### config.mk
export PLATFORM = sky130hd
export DESIGN_NAME = mem_wb_stage
export DESIGN_NICKNAME = d
export VERILOG_FILES = /design/src/rtl/cpu_types_pkg.sv /design/src/rtl/mem_access_fsm.sv /design/src/rtl/mem_wb_stage.sv
export SDC_FILE = /design/constraint.sdc
export NUM_CORES = 1
export LEC_CHECK = 0
export BUFFER_PORTS_ARGS = -buffer_cell sky130_fd_sc_hd__clkbuf_2
export CORE_AREA = 2 2 134 136
export CTS_CLUSTER_SIZE = 24
export DETAILED_ROUTE_END_ITERATION = 7
export DIE_AREA = 0 0 136 138
export SETUP_SLACK_MARGIN = 0.05
export SLEW_MARGIN = 20
export SYNTH_ARGS = -nofsm -noshare
export SYNTH_HDL_FRONTEND = slang
export SYNTH_SLANG_ARGS = --single-unit
### constraint.sdc
create_clock -name CLK -period 4.35 [get_ports CLK]
set_input_delay 0.435 -clock CLK [delete_from_list [all_inputs] [get_ports CLK]]
set_output_delay 0.435 -clock CLK [all_outputs]
set_load 0.05 [all_outputs]
### src/rtl/cpu_types_pkg.sv
// Shared datapath types for the memory stage: word/register-select
// types, the writeback-source select and the data-access FSM states.
package cpu_types_pkg;

    localparam int WORD_BITS   = 32;
    localparam int REGSEL_BITS = 5;

    typedef logic [WORD_BITS-1:0]   word_t;
    typedef logic [REGSEL_BITS-1:0] regbits_t;

    // Writeback source: ALU result, load data, LUI immediate, PC+4 (JAL).
    typedef enum logic [1:0] {
        MTR_ALU = 2'd0,
        MTR_MEM = 2'd1,
        MTR_LUI = 2'd2,
        MTR_PC4 = 2'd3
    } memtoreg_t;

    // IDLE: no access in flight; WAIT: request held until dhit;
    // DONE: access finished but the pipeline has not advanced yet.
    typedef enum logic [1:0] {
        IDLE = 2'd0,
        WAIT = 2'd1,
        DONE = 2'd2
    } memstate_t;

endpackage

### src/rtl/mem_access_fsm.sv
// Data-cache access sequencer: drives the read/write request, holds it
// until the cache answers, keeps load data until the pipeline advances,
// and raises the stall while an access is outstanding.
module mem_access_fsm
    import cpu_types_pkg::*;
#(
    parameter int WORD_W = 32
) (
    input  logic              clk_i,
    input  logic              rst_ni,
    input  logic              ihit_i,
    input  logic              dren_i,
    input  logic              dwen_i,
    input  logic              halt_i,
    input  logic              dhit_i,
    input  logic [WORD_W-1:0] dmemload_i,
    output logic              dmem_ren_o,
    output logic              dmem_wen_o,
    output logic              mem_stall_o,
    output logic [WORD_W-1:0] loaddata_o
);

    memstate_t         state_q, state_d;
    logic [WORD_W-1:0] ld_hold_q, ld_hold_d;
    logic              mem_op;
    logic              req_ok;
    logic              is_load;

    // Request/stall generation and next-state logic; requests are also
    // gated by reset so an access in flight is dropped the moment reset hits.
    always_comb begin
        mem_op      = (dren_i | dwen_i) & ~halt_i & rst_ni;
        req_ok      = mem_op & (state_q != DONE);
        is_load     = dren_i & ~dwen_i;
        dmem_wen_o  = req_ok & dwen_i;
        dmem_ren_o  = req_ok & is_load;
        mem_stall_o = req_ok & ~dhit_i;
        loaddata_o  = dhit_i ? dmemload_i : ld_hold_q;
        state_d     = state_q;
        ld_hold_d   = ld_hold_q;
        case (state_q)
            IDLE, WAIT: begin
                if (mem_op) begin
                    if (dhit_i) begin
                        if (is_load) begin
                            ld_hold_d = dmemload_i;
                        end
                        // Finished access: advance now, or park in DONE so the
                        // same access is not issued again while IF stalls.
                        state_d = ihit_i ? IDLE : DONE;
                    end else begin
                        state_d = WAIT;
                    end
                end else begin
                    state_d = IDLE;
                end
            end
            DONE: begin
                if (ihit_i) begin
                    state_d = IDLE;
                end
            end
            default: state_d = IDLE;
        endcase
    end

    // State and held load data registers.
    always_ff @(posedge clk_i or negedge rst_ni) begin
        if (!rst_ni) begin
            state_q   <= IDLE;
            ld_hold_q <= '0;
        end else begin
            state_q   <= state_d;
            ld_hold_q <= ld_hold_d;
        end
    end

endmodule

### src/rtl/mem_wb_stage.sv
// Memory stage and MEM/WB pipeline register: issues the data-cache
// access, selects the writeback value, registers it for WB, exports a
// forwarding tap for EX and keeps halt sticky.
module mem_wb_stage
    import cpu_types_pkg::*;
#(
    parameter int WORD_W   = 32,
    parameter int REGSEL_W = 5
) (
    input  logic                CLK,
    input  logic                nRST,
    input  logic                ihit,
    input  logic                dREN_in,
    input  logic                dWEN_in,
    input  logic [WORD_W-1:0]   portO_in,
    input  logic [WORD_W-1:0]   dmemstore_in,
    input  logic                RegWr_in,
    input  logic [1:0]          MemToReg_in,
    input  logic [WORD_W-1:0]   luiValue_in,
    input  logic [WORD_W-1:0]   pcp4_in,
    input  logic [REGSEL_W-1:0] wsel_in,
    input  logic                halt_in,
    input  logic                dhit,
    input  logic [WORD_W-1:0]   dmemload,
    output logic                dmemREN,
    output logic                dmemWEN,
    output logic [WORD_W-1:0]   dmemaddr,
    output logic [WORD_W-1:0]   dmemstore,
    output logic                mem_stall,
    output logic [WORD_W-1:0]   wdat_out,
    output logic [REGSEL_W-1:0] wsel_out,
    output logic                RegWr_out,
    output logic                halt_out,
    output logic                fwd_valid,
    output logic [WORD_W-1:0]   fwd_data,
    output logic [REGSEL_W-1:0] fwd_wsel
);

    logic [WORD_W-1:0]   loaddata;
    logic [WORD_W-1:0]   wdat_d, wdat_q;
    logic [REGSEL_W-1:0] wsel_q;
    logic                regwr_q;
    logic                halt_q;
    logic                advance;

    mem_access_fsm #(
        .WORD_W (WORD_W)
    ) u_fsm (
        .clk_i       (CLK),
        .rst_ni      (nRST),
        .ihit_i      (ihit),
        .dren_i      (dREN_in),
        .dwen_i      (dWEN_in),
        .halt_i      (halt_q),
        .dhit_i      (dhit),
        .dmemload_i  (dmemload),
        .dmem_ren_o  (dmemREN),
        .dmem_wen_o  (dmemWEN),
        .mem_stall_o (mem_stall),
        .loaddata_o  (loaddata)
    );

    assign dmemaddr  = portO_in;
    assign dmemstore = dmemstore_in;

    // Writeback value select; load results come from the cache or the hold register.
    always_comb begin
        wdat_d = portO_in;
        case (memtoreg_t'(MemToReg_in))
            MTR_ALU: wdat_d = portO_in;
            MTR_MEM: wdat_d = loaddata;
            MTR_LUI: wdat_d = luiValue_in;
            MTR_PC4: wdat_d = pcp4_in;
            default: wdat_d = portO_in;
        endcase
    end

    // A halted pipeline never advances, which also makes halt_q sticky.
    assign advance = ihit & ~mem_stall & ~halt_q;

    // MEM/WB register: captures only on advance, otherwise holds (no duplicate write).
    always_ff @(posedge CLK or negedge nRST) begin
        if (!nRST) begin
            wdat_q  <= '0;
            wsel_q  <= '0;
            regwr_q <= 1'b0;
            halt_q  <= 1'b0;
        end else if (advance) begin
            wdat_q  <= wdat_d;
            wsel_q  <= wsel_in;
            regwr_q <= RegWr_in;
            halt_q  <= halt_in;
        end
    end

    assign wdat_out  = wdat_q;
    assign wsel_out  = wsel_q;
    assign RegWr_out = regwr_q;
    assign halt_out  = halt_q;

    // Load results are not known early enough to forward from MEM.
    assign fwd_valid = RegWr_in & (memtoreg_t'(MemToReg_in) != MTR_MEM);
    assign fwd_data  = wdat_d;
    assign fwd_wsel  = wsel_in;

endmodule

==> results.ini, run 1 <==
[synth]
synth_top_cell_by_area = dfrtp_1
netlist_instances = 499
synth_warnings = 0
synth_top_cell_area_share_pct = 36.0
synth.net_count = 674
synth.distinct_cells = 31
synth_seq_area_share_pct = 36.0
yosys-top-cells-area = dfrtp_1 (36%), mux2i_1 (12%), buf_4 (11%)
post_synth_instance_area_sq_mm = 0.00507
ys_seq_elements = 73
synth_area_per_cell_sq_um = 10.2

[detailed_routing]
first_iter_violations = 140
drtPass1Iterations = 4
totalWireLength_um = 15200
vias = 4342
vias_per_cell = 4.82
antenna_left = 0
drc_violations_left = 0
wl_per_cell_um = 16.8

[clocking]
cts.htree.levels = 3
cts.root.buffer_cell = clkbuf_16
worst_skew_pair.late_latency_ns = 0.34
postCtsSetupRepairBufs = 0
cts_repair_resize_count = 0
cts.clk_slew.worst_paths_ns = 0.06
cts.sinks = 73
total_cts_buffers = 9
clock_path_buffers = 2
cts-hold-fix-buffers = 0
tritoncts_clock_tree = yes

[global_routing]
vias_in_the_first_global_route = 4354
initial_antenna_violation_count = 1
grt.total_usage_pct = 16.0
grt_start_max_net_pins = 41
wire_length_of_the_first_global_routing_pass_um = 23400
grt_overflow = 0

[worst_setup_path]
critical_path.top_delay_family = simple AND/OR/NAND/NOR gates
start_kind = flip-flop
max_stage_delay_ns = 0.72
cp.required_ns = 3.91
timing.reg2reg.worst_path_depth = 3
r2r_setup_slk_ns = 1.88
endpoint_kind = output pin
crit_arrival_ns = 2.46
worstSetupPathDepth = 4
cp_cell_instances = nor2b_1 > nand4_2 > inv_1 > clkbuf_2
regToRegStartpoint = halt_out
worstSetupPathType = reg -> out
critical_path.max_fanout = 19
cp_num_buf_inv = 2
rr_endpoint = wsel_out[0]
critical-path-slowest-cell = nand4_2

[outcome]
status = finished clean

[power_and_ir_drop]
p_leak_uw = 0.00352
power_per_cell_area_mw_per_mm2 = 449
max-vdd-ir-drop_mv = 0.291

[min_path]
hold_path.class = in -> async

[job]
max-cap-violations = 0

[timing]
finalSetupViolations = 0
worst_pin_slew_ns = 0.919
finalHoldViolations = 0
totalNegativeSetupSlack_ns = 0
timing.max_slew.rel_slack_pct = 38.7
fin_worst_skew_ns = 0.00905
period_needed_ns = 2.89
post-route-period-util_pct = 66.5
clock.fmax_mhz = 346
rsz0062_at_grt = no
timing_max_transition_violations_final = 0

[cells_and_area]
area_delta_synth_final_pct = 23.3
final_core_util_pct = 35.7
layout-drive-gt1-share_pct = 48.7
final_net_count = 841

[floorplan]
design.core.area_sq_mm = 0.0175
die_h_um = 138
io_pins = 319
die_w_um = 136
row_count = 49
die_outline_area_sq_mm = 0.0188
initial_utilization_pct = 28.9

[placed_design]
io_buffer_count = 254
global_placer_s_final_weighted_congestion = 0.783
place_hpwl_um = 11300

## cell families after synthesis
group | count (synthesis) | share of synthesized area [%]
AOI/OAI and AO/OA | 95 | 15.0
DFF | 73 | 36.0
and+or+nand+nor | 88 | 8.12
buffers and inverters | 141 | 17.8
muxes | 102 | 23.0
## layout make-up
class / instances / area, sq um
Inverter: 34 / 128
Timing Repair Buffer: 263 / 1340
Clock inverter: 7 / 95.1
Fill cell: 1790 / 11300
Clock buffer: 9 / 225
Antenna cell: 1 / 2.50
Sequential cell: 73 / 1830
Multi-Input combinational cell: 285 / 2350
Tap cell: 229 / 287
## metrics by stage
stage | power, uW | hold WS [ns] | setup WS [ns] | instances | area, sq um
2_1_floorplan | 1810 | 0.139 | 2.28 | 499 | 5070
3_3_place_gp | 2020 | 0.466 | 1.58 | 884 | 5930
3_5_place_dp | 2020 | 0.465 | 1.53 | 884 | 5930
4_1_cts | 2840 | 0.212 | 1.44 | 900 | 6250
5_1_grt | 2940 | 0.224 | 1.26 | 900 | 6250
6_report | 2800 | 0.191 | 1.46 | 901 | 6250
## power breakdown
part / internal [uW] / switching [uW] / leakage [uW]
sequential: 809 / 73.0 / 0.000897
clock: 502 / 302 / 0.000155
combinational: 305 / 814 / 0.00246
total: 1620 / 1190 / 0.00352
## metal layers
metal | part of all wire (%) | vias up | GRT usage (%)
li1 | - | 2035 | -
met1 | 41 | 2097 | 19.1
met2 | 51 | 186 | 28.2
met3 | 6.5 | 24 | 3.48
met4 | 1.7 | 0 | 5.04
met5 | 0 | - | 0
## flip-flops by register name, summed over array words and instances (netlist names)
register         flops
u_fsm.ld_hold_q     32
wdat_out            32
wsel_out             5
u_fsm.state_q        2
RegWr_out            1
halt_out             1
## how the worst max path moves through the flow
stage	from	endpoint	slack, ns
5_1_grt	halt_out	mem_stall	1.26
2_1_floorplan	halt_out	mem_stall	2.28
4_1_cts	halt_out	mem_stall	1.44
6_report	halt_out	mem_stall	1.46
3_3_place_gp	MemToReg_in[1]	fwd_data[2]	1.58
3_5_place_dp	MemToReg_in[1]	fwd_data[2]	1.53
## cell usage after synthesis, drive strengths merged
| library cell | count |
|---|---|
| buf | 97 |
| dfrtp | 73 |
| nand2 | 65 |
| mux2i | 60 |
| mux2 | 42 |
| inv | 34 |
| a32oi | 32 |
| a21oi | 29 |
| o22a | 28 |
| clkbuf | 10 |
| nand3 | 5 |
| or2 | 5 |
| a221oi | 4 |
| nand2b | 3 |
| and2 | 2 |
| nor2b | 2 |
| a31o | 1 |
| a41o | 1 |
| and2b | 1 |
| and3 | 1 |
| and4b | 1 |
| nand4 | 1 |
| nand4b | 1 |
| nor3 | 1 |
## cells in the final DEF, fill, tap and decap left out, types with 2 or more instances in the layout
cell type / netlist / routed
a32oi_2: 5 / 5
nand2b_1: 3 / 2
nand3_1: 5 / 5
clkinv_4: 0 / 2
or2_2: 4 / 4
mux2_2: 7 / 7
a32oi_1: 27 / 27
dfrtp_1: 73 / 73
inv_1: 34 / 34
nand2_1: 65 / 65
a221oi_1: 4 / 4
clkinv_2: 0 / 2
clkbuf_16: 0 / 9
bufinv_16: 0 / 2
buf_4: 73 / 10
a21oi_1: 29 / 29
clkbuf_2: 0 / 253
o22a_1: 28 / 28
mux2_1: 10 / 10
nor2b_1: 2 / 2
mux2_4: 25 / 25
mux2i_1: 60 / 60
(Power assumes the default switching activity.)
==> run 2, diff against run 1 <==
Clock period 4.35 ns to 2.9 ns, I/O delays scaled along.
==> results.ini, run 2 (synthesis gave the netlist of run 1 again) <==
[clocking]
total_cts_buffers = 9  ; unchanged
clock_path_buffers = 2  ; unchanged
cts-hold-fix-buffers = 0  ; unchanged
cts.sinks = 73  ; unchanged
postCtsSetupRepairBufs = 0  ; unchanged
cts.clk_slew.worst_paths_ns = 0.06  ; about the same
cts.root.buffer_cell = clkbuf_16  ; unchanged
worst_skew_pair.late_latency_ns = 0.34  ; about the same
cts.htree.levels = 3  ; unchanged
cts_repair_resize_count = 0  ; unchanged
tritoncts_clock_tree = yes  ; unchanged

[timing]
finalSetupViolations = 0  ; unchanged
period_needed_ns = 2.35
worst_slack_ns = 0.550  ; was 1.46 ns
totalNegativeSetupSlack_ns = 0  ; unchanged
fin_worst_skew_ns = 0.00761  ; was 0.00905 ns
worst_pin_slew_ns = 0.796  ; was 0.919 ns
clock.fmax_mhz = 425
rsz0062_at_grt = no  ; unchanged
timing.max_slew.rel_slack_pct = 46.8  ; was 38.7%
post-route-period-util_pct = 81.0
finalHoldViolations = 0  ; unchanged
timing_max_transition_violations_final = 0  ; unchanged

[cells_and_area]
instances_no_fill = 907  ; was 901
postLayoutCellArea_sq_mm = 0.00630  ; was 0.00625 sq mm
layout_commonest_cell = clkbuf_2  ; unchanged
layout-drive-gt1-share_pct = 49.0  ; was 48.7%
final_net_count = 848  ; was 841
area_delta_synth_final_pct = 24.3  ; was 23.3%
antenna_diode_instance_count = 0  ; was 1
final_cell_mix = clkbuf_2 (253), dfrtp_1 (73), nand2_1 (65), mux2i_1 (60), inv_1 (34)  ; unchanged
nFillCells = 1841  ; was 1790

[worst_setup_path]
crit_arrival_ns = 2.06  ; was 2.46 ns
worstSetupPathType = reg -> out  ; unchanged
cp.required_ns = 2.61  ; was 3.91 ns
start_kind = flip-flop  ; unchanged
endpoint_kind = output pin  ; unchanged
critical_path.max_fanout = 7  ; was 19

[placed_design]
io_buffer_count = 254  ; unchanged
place_hpwl_um = 11500  ; was 11300 um
global_placer_s_final_weighted_congestion = 0.767  ; was 0.783
post-place-ws_ns = 0.485  ; was 1.53 ns
place_area_sq_mm = 0.00599  ; was 0.00593 sq mm
placed_cells = 891  ; was 884

[detailed_routing]
first_iter_violations = 129  ; was 140
met3RoutedLength_um = 964  ; was 979 um
vias_per_cell = 4.79  ; was 4.82
met2WireLength_um = 7480  ; was 7710 um
totalWireLength_um = 15400  ; was 15200 um
m1WireLength_um = 6500  ; was 6230 um
highest-signal-layer = met4  ; unchanged
wl_per_cell_um = 17.0  ; was 16.8 um
drc_violations_left = 0  ; unchanged
drtPass1Iterations = 4  ; unchanged
vias = 4342  ; unchanged
antenna_left = 0  ; unchanged

[floorplan]
die_outline_area_sq_mm = 0.0188  ; unchanged
die_h_um = 138  ; unchanged
initial_utilization_pct = 28.9  ; unchanged
design.core.area_sq_mm = 0.0175  ; unchanged
io_pins = 319  ; unchanged
row_count = 49  ; unchanged
die_w_um = 136  ; unchanged

[global_routing]
wire_length_of_the_first_global_routing_pass_um = 23400  ; about the same
grt_overflow = 0  ; unchanged
initial_antenna_violation_count = 1  ; unchanged
grt.total_usage_pct = 16.3  ; was 16.0%
vias_in_the_first_global_route = 4323  ; was 4354
grt_start_max_net_pins = 41  ; unchanged

[power_and_ir_drop]
power_per_cell_area_mw_per_mm2 = 663  ; was 449 mW/mm^2
max-vdd-ir-drop_mv = 0.411  ; was 0.291 mV
p_leak_uw = 0.00355  ; was 0.00352 uW

[min_path]
hold_path.class = in -> async  ; unchanged

[job]
max-cap-violations = 0  ; unchanged

[outcome]
status = finished clean  ; unchanged

==> run 2: through the flow <==
| stage | hold slack (ns) | util (%) | total power (uW) |
|---|---|---|---|
| finish | 0.0671 | 35.9 | 4180 |
| global route | 0.112 | 35.9 | 4360 |
| CTS | 0.0890 | 35.9 | 4230 |
| detailed placement | 0.451 | 34.2 | 3030 |
| global placement | 0.440 | 34.2 | 3020 |
| floorplan | -0.00559 | - | 2710 |
==> run 2: path summary, 6_finish.rpt <==
kind / end / slack (ns) / start / depth (start not counted)
setup / recovery: mem_stall / 0.55 / halt_out / 4
hold / removal: u_fsm.ld_hold_q[27] / 0.07 / nRST / 2
setup reg to reg: u_fsm.ld_hold_q[1] / 0.63 / halt_out / 3
hold reg to reg: u_fsm.state_q[0] / 0.45 / u_fsm.state_q[1] / 1
max in group asynchronous: u_fsm.ld_hold_q[0] / 1.90 / nRST / 3
min in group CLK: u_fsm.state_q[1] / 0.18 / ihit / 2
==> run 2: layout make-up <==
type	count	area, sq um	area share [%]
flip-flops and latches	73	1830	29.0
repair buffers	270	1410	22.3
inverters	34	128	2.03
well taps	229	287	4.55
multi-input cells	285	2350	37.2
clock inverters	2	35.0	0.556
clock buffers	14	274	4.35
==> run 2: where the power goes <==
| group | switching (uW) | internal, uW |
|---|---|---|
| combinational | 1220 | 462 |
| sequential | 111 | 1210 |
| clock | 435 | 737 |
| total | 1760 | 2410 |
==> run 2: worst max-delay path, cell delays in order (launching register included) <==
cell and delay [ns]:
dfrtp_1 0.39, nor2b_1 0.46, nand4_2 0.44, inv_1 0.15, clkbuf_2 0.29
==> run 2: metal layers <==
| layer | vias up | track usage (%) |
|---|---|---|
| li1 | 2049 | - |
| met1 | 2070 | 19.3 |
| met2 | 186 | 27.6 |
| met3 | 37 | 3.89 |
| met4 | 0 | 7.40 |
| met5 | - | 0 |
==> run 3, diff against run 2 <==
Clock period 2.9 ns to 2.1 ns, I/O delays scaled along.
==> results.ini, run 3 (synthesis gave the netlist of run 1 again) <==
[detailed_routing]
vias = 4333  ; was 4342
drtPass1Iterations = 4  ; unchanged
totalWireLength_um = 15500  ; was 15400 um
antenna_left = 0  ; unchanged
wl_per_cell_um = 17.0  ; about the same
first_iter_violations = 158  ; was 129
drc_violations_left = 0  ; unchanged
vias_per_cell = 4.74  ; was 4.79

[timing]
rsz0062_at_grt = no  ; unchanged
finalHoldViolations = 17  ; was 0
post-route-period-util_pct = 89.0
period_needed_ns = 1.87
clock.fmax_mhz = 535
holdWs_ns = -0.0136  ; was 0.0671 ns
worst_pin_slew_ns = 0.512  ; was 0.796 ns
totalNegativeSetupSlack_ns = 0  ; unchanged
timing_max_transition_violations_final = 0  ; unchanged
finalSetupViolations = 0  ; unchanged
timing.max_slew.rel_slack_pct = 65.9  ; was 46.8%
fin_worst_skew_ns = 0.00659  ; was 0.00761 ns

[floorplan]
io_pins = 319  ; unchanged
initial_utilization_pct = 28.9  ; unchanged
design.core.area_sq_mm = 0.0175  ; unchanged
die_outline_area_sq_mm = 0.0188  ; unchanged
die_w_um = 136  ; unchanged
die_h_um = 138  ; unchanged
row_count = 49  ; unchanged

[worst_setup_path]
worstSetupPathType = reg -> out  ; unchanged
r2r_setup_slk_ns = 0.47  ; was 0.63 ns
endpoint_kind = output pin  ; unchanged
cp_num_buf_inv = 3  ; was 2
critical_path.startpoint = halt_out  ; unchanged
rr_endpoint = wdat_out[27]  ; was u_fsm.ld_hold_q[1]
cp_cell_instances = nor2b_1 > buf_4 > nand4_2 > inv_1 > clkbuf_2  ; was nor2b_1 > nand4_2 > inv_1 > clkbuf_2
timing.reg2reg.worst_path_depth = 4  ; was 3
max_stage_delay_ns = 0.40  ; was 0.46 ns
cp.required_ns = 1.89  ; was 2.61 ns
start_kind = flip-flop  ; unchanged
regToRegStartpoint = u_fsm.state_q[1]  ; was halt_out
crit_arrival_ns = 1.66  ; was 2.06 ns
critical_path.max_fanout = 6  ; was 7
critical-path-slowest-cell = dfrtp_1  ; was nor2b_1
critical_path.top_delay_family = buffers and inverters  ; was simple AND/OR/NAND/NOR gates

[cells_and_area]
final_cell_mix = clkbuf_2 (251), dfrtp_1 (73), nand2_1 (65), mux2i_1 (60), inv_1 (34)  ; was clkbuf_2 (253), dfrtp_1 (73), nand2_1 (65), mux2i_1 (60), inv_1 (34)
postLayoutCellArea_sq_mm = 0.00639  ; was 0.00630 sq mm
final_net_count = 856  ; was 848
nFillCells = 1793  ; was 1841
layout-drive-gt1-share_pct = 49.6  ; was 49.0%
layout_commonest_cell = clkbuf_2  ; unchanged
area_delta_synth_final_pct = 26.1  ; was 24.3%

[clocking]
cts.root.buffer_cell = clkbuf_16  ; unchanged
total_cts_buffers = 9  ; unchanged
cts.sinks = 73  ; unchanged
cts-hold-fix-buffers = 0  ; unchanged
cts_repair_resize_count = 0  ; unchanged
worst_skew_pair.late_latency_ns = 0.34  ; about the same
postCtsSetupRepairBufs = 0  ; unchanged
clock_path_buffers = 2  ; unchanged
cts.clk_slew.worst_paths_ns = 0.06  ; about the same
cts.htree.levels = 3  ; unchanged
tritoncts_clock_tree = yes  ; unchanged

[global_routing]
grt_overflow = 0  ; unchanged
wire_length_of_the_first_global_routing_pass_um = 23800  ; was 23400 um
grt.total_usage_pct = 16.5  ; was 16.3%
met1_track_utilization_from_global_routing_pct = 20.5  ; was 19.3%
initial_antenna_violation_count = 1  ; unchanged
groute.layer.met3.usage_pct = 4.22  ; was 3.89%
grt_start_max_net_pins = 38  ; was 41
vias_in_the_first_global_route = 4274  ; was 4323
global_route.usage.met2_pct = 28.2  ; was 27.6%
top_usage_layer = met2  ; unchanged

[outcome]
status = finished, violations left  ; was finished clean
violations = hold timing

[power_and_ir_drop]
power_per_cell_area_mw_per_mm2 = 896  ; was 663 mW/mm^2
p_leak_uw = 0.00359  ; was 0.00355 uW
max-vdd-ir-drop_mv = 0.662  ; was 0.411 mV

[placed_design]
global_placer_s_final_weighted_congestion = 0.775  ; was 0.767
io_buffer_count = 254  ; unchanged
place_hpwl_um = 11700  ; was 11500 um
place_area_sq_mm = 0.00610  ; was 0.00599 sq mm

[job]
max-cap-violations = 0  ; unchanged

[min_path]
hold_path.class = in -> async  ; unchanged

## run 3: final cells by class
cell class | count | area (sq um) | share of cell area [%]
clock inverter | 3 | 40.0 | 0.626
clock buffer | 12 | 256 | 4.01
multi-input combinational | 285 | 2350 | 36.7
inverter | 34 | 128 | 2.00
tap | 229 | 287 | 4.48
timing repair buffer | 278 | 1510 | 23.6
sequential | 73 | 1830 | 28.6
antenna | 1 | 2.50 | 0.0391
## run 3: where the power goes
group | internal (uW) | total, uW | switching, uW
Combinational | 650 | 2340 | 1690
Sequential | 1680 | 1830 | 153
Clock | 974 | 1560 | 587
Total | 3300 | 5730 | 2430
## run 3: worst reg2reg max path: cells and delay by family (launching register included)
family	cells	cell delay, ns
simple gates	1	0.20
buf+inv	1	0.34
compound gates	2	0.58
flops	1	0.40
## run 3: stage by stage
stage               total power, uW  setup WS (ns)  hold WS, ns  util, %  std cells
floorplan                      3740          0.256      -0.0856        -        499
global placement               4190          0.292        0.367     34.8        899
detailed placement             4200          0.281        0.372     34.8        899
CTS                            5800          0.176      0.00342     36.5        914
global route                   6010          0.142       0.0215     36.5        914
finish                         5730          0.232      -0.0136     36.5        915
## run 3: how the worst max path moves through the flow
stage,to,depth (start not counted)
2_1_floorplan,mem_stall,5
3_3_place_gp,fwd_data[2],6
3_5_place_dp,fwd_data[2],6
4_1_cts,mem_stall,5
5_1_grt,mem_stall,5
6_report,mem_stall,5
## run 3: per-layer routing
metal | up-vias | part of all wire [%]
met5 | - | 0
met4 | 0 | 1.7
met3 | 27 | 6.5
met2 | 172 | 49
met1 | 2078 | 42
li1 | 2056 | -
